===== config.mk =====
export PLATFORM = sky130hd
export DESIGN_NAME = immediate_encoder
export DESIGN_NICKNAME = d
export VERILOG_FILES = /design/src/rtl/immediate_encoder.sv
export SDC_FILE = /design/constraint.sdc
export NUM_CORES = 1
export LEC_CHECK = 0
export ABC_AREA = 0
export ABC_CLOCK_PERIOD_IN_PS = 2300
export CAP_MARGIN = 20
export CORE_MARGIN = 2
export CORE_UTILIZATION = 50
export DETAILED_ROUTE_END_ITERATION = 8
export DONT_BUFFER_PORTS = 1
export SLEW_MARGIN = 25
export SYNTH_ARGS = -nofsm -noshare
export SYNTH_HDL_FRONTEND = slang
export SYNTH_SLANG_ARGS = --single-unit
export TNS_END_PERCENT = 10

===== constraint.sdc =====
create_clock -name clk_i -period 2.3 [get_ports clk_i]
set_input_delay 0.46 -clock clk_i [delete_from_list [all_inputs] [get_ports clk_i]]
set_output_delay 0.46 -clock clk_i [all_outputs]
set_load 0.005 [all_outputs]

===== src/rtl/immediate_encoder.sv =====
// ---------------------------------------------------------------------------
// immediate_encoder
//
// Scatters a 32-bit two's-complement immediate into the I/S/B/U/J immediate
// bit positions of a RISC-V instruction word (the inverse of the ID-stage
// immediate decode). All non-immediate fields are taken from a caller-supplied
// base word. Two-stage valid/ready pipeline with full throughput, a legality
// check on the immediate for the selected format, and saturating counters of
// delivered results and delivered errors.
//
// Ports:
//   clk_i          rising-edge clock
//   rst_n_i        asynchronous active-low reset
//   in_valid_i     request valid
//   in_ready_o     request accepted when in_valid_i && in_ready_o
//   base_instr_i   instruction with the non-immediate fields already set
//   immediate_i    immediate value (two's complement)
//   ImmSel_i       format select: 0=I, 1=S, 2=B, 3=U, 4=J; other codes illegal
//   out_valid_o    encoded result valid
//   out_ready_i    consumer ready
//   instruction_o  encoded instruction
//   imm_err_o      immediate illegal for the format (qualified by out_valid_o)
//   enc_count_o    results delivered, saturating
//   err_count_o    delivered results with imm_err_o=1, saturating
// ---------------------------------------------------------------------------
module immediate_encoder #(
  parameter int CNT_WIDTH = 16
) (
  input  logic                 clk_i,
  input  logic                 rst_n_i,
  input  logic                 in_valid_i,
  output logic                 in_ready_o,
  input  logic [31:0]          base_instr_i,
  input  logic [31:0]          immediate_i,
  input  logic [2:0]           ImmSel_i,
  output logic                 out_valid_o,
  input  logic                 out_ready_i,
  output logic [31:0]          instruction_o,
  output logic                 imm_err_o,
  output logic [CNT_WIDTH-1:0] enc_count_o,
  output logic [CNT_WIDTH-1:0] err_count_o
);

  localparam logic [2:0] IMM_ITYPE = 3'd0;
  localparam logic [2:0] IMM_STYPE = 3'd1;
  localparam logic [2:0] IMM_BTYPE = 3'd2;
  localparam logic [2:0] IMM_UTYPE = 3'd3;
  localparam logic [2:0] IMM_JTYPE = 3'd4;

  localparam logic [CNT_WIDTH-1:0] CNT_MAX = {CNT_WIDTH{1'b1}};
  localparam logic [CNT_WIDTH-1:0] CNT_ONE = {{(CNT_WIDTH-1){1'b0}}, 1'b1};

  // True when bits [31:lsb] of v are all equal, i.e. v is representable as a
  // signed value of (lsb+1) bits. lsb is always a constant at the call site.
  function automatic logic sext_ok(input logic [31:0] v, input int lsb);
    logic [31:0] sh;
    sh = $signed(v) >>> lsb;
    return (sh == 32'hFFFF_FFFF) || (sh == 32'h0000_0000);
  endfunction

  // Stage 1 registers
  logic        s1_valid_r;
  logic [31:0] s1_base_r;
  logic [31:0] s1_imm_r;
  logic [2:0]  s1_sel_r;

  // Stage 2 registers (drive the outputs directly)
  logic        s2_valid_r;
  logic [31:0] s2_instr_r;
  logic        s2_err_r;

  logic [CNT_WIDTH-1:0] enc_cnt_r;
  logic [CNT_WIDTH-1:0] err_cnt_r;

  logic        s1_en_s;
  logic        s2_en_s;
  logic        fire_s;
  logic [31:0] enc_instr_s;
  logic        enc_err_s;

  // Pipeline advance: a stage may load when it is empty or its successor moves.
  always_comb begin
    s2_en_s = !s2_valid_r || out_ready_i;
    s1_en_s = !s1_valid_r || s2_en_s;
    fire_s  = s2_valid_r && out_ready_i;
  end

  // Encode the stage-1 request and check the immediate against the format.
  always_comb begin
    enc_instr_s = s1_base_r;
    enc_err_s   = 1'b0;
    case (s1_sel_r)
      IMM_ITYPE: begin
        enc_instr_s[31:20] = s1_imm_r[11:0];
        enc_err_s          = !sext_ok(s1_imm_r, 11);
      end
      IMM_STYPE: begin
        enc_instr_s[31:25] = s1_imm_r[11:5];
        enc_instr_s[11:7]  = s1_imm_r[4:0];
        enc_err_s          = !sext_ok(s1_imm_r, 11);
      end
      IMM_BTYPE: begin
        enc_instr_s[31]    = s1_imm_r[12];
        enc_instr_s[7]     = s1_imm_r[11];
        enc_instr_s[30:25] = s1_imm_r[10:5];
        enc_instr_s[11:8]  = s1_imm_r[4:1];
        enc_err_s          = !sext_ok(s1_imm_r, 12) || s1_imm_r[0];
      end
      IMM_UTYPE: begin
        enc_instr_s[31:12] = s1_imm_r[31:12];
        enc_err_s          = (s1_imm_r[11:0] != 12'h000);
      end
      IMM_JTYPE: begin
        enc_instr_s[31]    = s1_imm_r[20];
        enc_instr_s[30:21] = s1_imm_r[10:1];
        enc_instr_s[20]    = s1_imm_r[11];
        enc_instr_s[19:12] = s1_imm_r[19:12];
        enc_err_s          = !sext_ok(s1_imm_r, 20) || s1_imm_r[0];
      end
      default: begin
        // Unknown format: pass the base word through untouched and flag it.
        enc_instr_s = s1_base_r;
        enc_err_s   = 1'b1;
      end
    endcase
  end

  // Stage 1: capture the accepted request.
  always_ff @(posedge clk_i or negedge rst_n_i) begin
    if (!rst_n_i) begin
      s1_valid_r <= 1'b0;
      s1_base_r  <= 32'h0000_0000;
      s1_imm_r   <= 32'h0000_0000;
      s1_sel_r   <= 3'd0;
    end else if (s1_en_s) begin
      s1_valid_r <= in_valid_i;
      if (in_valid_i) begin
        s1_base_r <= base_instr_i;
        s1_imm_r  <= immediate_i;
        s1_sel_r  <= ImmSel_i;
      end
    end
  end

  // Stage 2: hold the encoded word and error bit until the consumer takes it.
  always_ff @(posedge clk_i or negedge rst_n_i) begin
    if (!rst_n_i) begin
      s2_valid_r <= 1'b0;
      s2_instr_r <= 32'h0000_0000;
      s2_err_r   <= 1'b0;
    end else if (s2_en_s) begin
      s2_valid_r <= s1_valid_r;
      if (s1_valid_r) begin
        s2_instr_r <= enc_instr_s;
        s2_err_r   <= enc_err_s;
      end
    end
  end

  // Saturating statistics counters, stepped on each delivered result.
  always_ff @(posedge clk_i or negedge rst_n_i) begin
    if (!rst_n_i) begin
      enc_cnt_r <= {CNT_WIDTH{1'b0}};
      err_cnt_r <= {CNT_WIDTH{1'b0}};
    end else if (fire_s) begin
      if (enc_cnt_r != CNT_MAX) begin
        enc_cnt_r <= enc_cnt_r + CNT_ONE;
      end
      if (s2_err_r && (err_cnt_r != CNT_MAX)) begin
        err_cnt_r <= err_cnt_r + CNT_ONE;
      end
    end
  end

  assign in_ready_o    = s1_en_s;
  assign out_valid_o   = s2_valid_r;
  assign instruction_o = s2_instr_r;
  assign imm_err_o     = s2_err_r;
  assign enc_count_o   = enc_cnt_r;
  assign err_count_o   = err_cnt_r;

endmodule

-- After elaboration in Yosys (flattened, before gate mapping)
Cells that the tools add are included.
- bits in latches: 0
- output and inout port bits: 67
- input port bits: 71
- register bits: 134
- memory bits (read-only): 0
- bits in writable memories: 0
- logic and storage cells: 50
- memories: 0
- add/subtract/negate cells: 2
- reduce and logical (&&, ||, !) cells: 25
- equal/unequal tests: 9
- mux-type cells: 5
- $mul: 0
- shift-type cells: 0
- bitwise gates (word level): 0
- order comparisons: 0
- divide/modulo/power cells: 0
- operators with widths (kind ; count):
    $eq A32 B32 Y1 const B ; 3
    $logic_not A32 Y1 ; 3
    $add A16 B1 Y16 const B ; 2
    $ne A16 B16 Y1 const B ; 2
    $pmux W7 S4 ; 1
    $pmux W5 S3 ; 1
    $reduce_bool A12 Y1 ; 1
    $pmux W5 S2 ; 1
    $mux W8 ; 1
    $reduce_and A2 Y1 ; 4
    $logic_or A1 B1 Y1 ; 7
    $eq A3 B2 Y1 const B ; 2
    $logic_not A1 Y1 ; 5
    $pmux W1 S4 ; 1
    $reduce_or A2 Y1 ; 2
    $eq A3 B1 Y1 const B ; 1
    $eq A3 B3 Y1 const B ; 1
    $logic_not A3 Y1 ; 1
    $logic_and A1 B1 Y1 ; 2

-- Depth between registers and ports, before layout
- word-level depth: 5
- mapped depth: 7
- gate-level depth less buffers: 6

-- Least setup slack after synthesis
No wires, ideal clock.
- path kind: reg2reg
- start: register enc_cnt_r[7], in the netlist enc_count_o[7]
- end: register enc_cnt_r[1], in the netlist enc_count_o[1]
- library setup time: 0.125 ns
- required time: 2.175 ns
- stages on the path, launching flop included: 5
- arrival: 1.619 ns
- path slack: 0.556 ns
- buffers on the path: 0
- period minus slack after synthesis: 1.744 ns
- cell sequence: dfrtp_1 nand4_1 or4_4 o21bai_4 mux2_4
- word-level cells in the longest chain between the ends: 2
- ends and longest elaborated chain (element ; line ; RTL):
    from (decl) ; 72 ; logic [CNT_WIDTH-1:0] enc_cnt_r;
    from (signal assigned) ; 163 ; enc_cnt_r <= {CNT_WIDTH{1'b0}};
    from (signal assigned) ; 167 ; enc_cnt_r <= enc_cnt_r + CNT_ONE;
    $ne A16 B16 Y1 ; 166 ; if (enc_cnt_r != CNT_MAX) begin
    $reduce_and A2 Y1 (no source line) ; -- ;
No other way between the ends.
A chain may end at the register's enable or synchronous reset.

-- Worst setup path in the final report
Ends and elaborated chain as after synthesis.

==> results.toml <==
[run_status]
status = "finished with violations"
violations = "design-rule violations, negative hold slack"

[power_and_ir_drop]
p_leak_nw = 2.912
p_total_w = 0.007100
vdd_drop_max_v = 0.0007730
power_density_nw_per_um2 = 1050

[global_routing]
first_global_vias = 3855
overflow = 0
antenna_found_initial = 0
grt_max_degree = 135
grt_first_pass_wirelength_um = 20340
grtUsageTotal_pct = 20.83

[routing]
drc = 9
routed_wirelength_um = 12610
vias_per_cell = 5.853
num_vias = 3857
dr.pass1.iters = 6
drtIter0Drc = 293
wl_per_cell_um = 19.13
ant_nets = 0

[floorplan]
fp.dieArea_um2 = 12820
die_x_um = 113.2
core_um2 = 11520
row_count = 39
io-pin-count = 138
start_util_pct = 51.78
die_h_um = 113.2

[final_layout]
nets = 576
final_cells = 659
antenna_cells = 0
final_cell_mix = "134 x dfrtp_1, 82 x mux2_2, 50 x nand2_1"
postLayoutCellArea_um2 = 6764
final_util_pct = 58.74
layout_commonest_cell = "dfrtp_1"
drive_above_1_share_pct = 25.00
fill_cells = 960
area_growth_pct = 13.43

[setup_path]
cp-start-kind = "register"
critical_path_arrival_ps = 2200
cp_max_fo = 7
crit_required_ps = 2590
end_kind = "register"
worstSetupPathType = "reg2reg"

[timing]
slew_viol_final = 0
timing.fmax_mhz = 525.0
worst_pin_slew_ps = 516.7
fin_worst_skew_ps = 12.18
rsz0062_at_grt = "false"
setup_viol = 0
period_needed_ps = 1905
final.setup.tns_ps = 0
holdWs_ps = -255.1
finalCritPeriodShare_pct = 82.82
relSlewSlack_pct = 65.55
hold_viol_final = 134

[placed_design]
dpl-instance-area_um2 = 6143
place_inst = 627
post-dp-hpwl_um = 8822
routabilityCongestion = 0.8636
port_buffers = 0

[synthesis]
ys_seq_elements = 134
synthDistinctLibCells = 41
yosysWarnings = 0
synthArstFlopShare_pct = 100.0
synth_cells = 497
synthFlopType = "dfrtp_1"
synth_seq_area_share_pct = 56.23
yosys.area.top_type = "dfrtp_1"
synth.net_count = 570
netlist_area_um2 = 5963
synthTopCellsByArea = "dfrtp_1 56%, mux2_2 15%, nand2_1 3.3%"
synth_top_area_share_pct = 56.23
synth_edf_count = 0
syn_area_per_cell_um2 = 12.00

[clocking]
insertion_delay_ps = 420
htreeDepth = 4
clkTransAtPathRegs_ps = 50
cts_root_buf = "clkbuf_16"
clockBufferDepth = 2
cts.sinks = 134
numCtsBuffers = 17
cts_tree = "done"

[hold_path]
hold_class = "in2async"

[run]
drv_cap = 0
-- worst max-delay path: stages, from the launching register on --
cell      delay [ps]
dfrtp_1          480
nand4_1          190
or4_4            590
o21bai_4         200
mux2_4           310
-- routing by layer --
metal	share of wire, %	track usage (%)	routed length [um]	up-vias
li1	-	-	-	1815
met1	44	26.98	5592	1895
met2	46	30.58	5760	130
met3	8.2	9.213	1032	17
met4	1.8	8.780	223	0
met5	0	0	0	-
-- where the power goes --
group	total [W]	switching [W]	internal [W]
clock	0.00281	0.000965	0.00184
combinational	0.000983	0.000447	0.000535
sequential	0.00331	0.000496	0.00281
total	0.00710	0.00191	0.00519
-- logic make-up (layout without fill, tap and decap cells) --
group	count (synthesis)	after routing	share of synthesized area (%)
buffers and inverters	28	47	2.056
and+or+nand+nor	139	139	11.31
adders and majority gates	3	3	0.5874
DFF	134	134	56.23
muxes	101	101	18.76
xor gates and xnor gates	29	29	4.259
AOI/OAI and AO/OA	63	63	6.798
-- path summary, 6_finish.rpt --
kind,startpoint,end,slack [ps],cells after the start
worst max register to register,enc_count_o[7]$_DFFE_PN0P_,enc_count_o[1]$_DFFE_PN0P_,400,4
worst min register to register,s1_base_r[31]$_DFFE_PN0P_,s1_base_r[31]$_DFFE_PN0P_,500,1
min in group clk_i,in_valid_i,s1_valid_r$_DFFE_PN0N_,160,1
worst min-delay path,rst_n_i,err_count_o[6]$_DFFE_PN0P_,-260,0
worst max-delay path,enc_count_o[7]$_DFFE_PN0P_,enc_count_o[1]$_DFFE_PN0P_,400,4
max in group asynchronous,rst_n_i,instruction_o[25]$_DFFE_PN0P_,2280,0
-- metrics by stage --
step                      hold WS (ps)  setup slack [ps]
final                           -255.1             395.2
after global routing            -290.9             211.9
after CTS                       -282.5             401.6
after detailed placement         167.0             417.4
after global placement           166.9             464.8
after floorplan                  164.4             555.9
-- synthesized netlist by cell type, types with 6 or more instances --
cell type / instances
a21oi_1: 7
buf_2: 14
clkbuf_1: 6
dfrtp_1: 134
mux2_2: 82
mux2i_1: 18
nand2_1: 52
nand2b_1: 8
nand3_1: 12
nand4_1: 14
nor2_1: 20
nor3_1: 12
nor4_1: 6
o21ai_0: 30
o221ai_1: 6
o22ai_1: 7
xnor2_1: 19
xor2_1: 10
-- cell type report --
cell class	instances	area [um2]	area share [%]
Tap cell	143	178.9	2.645
Clock inverter	8	118.9	1.757
Inverter	5	18.77	0.2775
Multi-Input combinational cell	335	2492	36.85
Sequential cell	134	3353	49.57
Clock buffer	24	501.7	7.418
Timing Repair Buffer	10	100.1	1.480
-- flip-flops by register name (all words and copies together) (netlist names) --
name           cells
imm_err_o          1
s1_sel_r           3
out_valid_o        1
enc_count_o       16
err_count_o       16
s1_base_r         32
s1_valid_r         1
s1_imm_r          32
instruction_o     32
-- timing repair --
action                                 CTS  global route
endpoints found under the hold margin  134           134
buffers inserted                         0             0
gates resized for setup                  0             0
No activity file was read; power rests on OpenSTA's default activity.
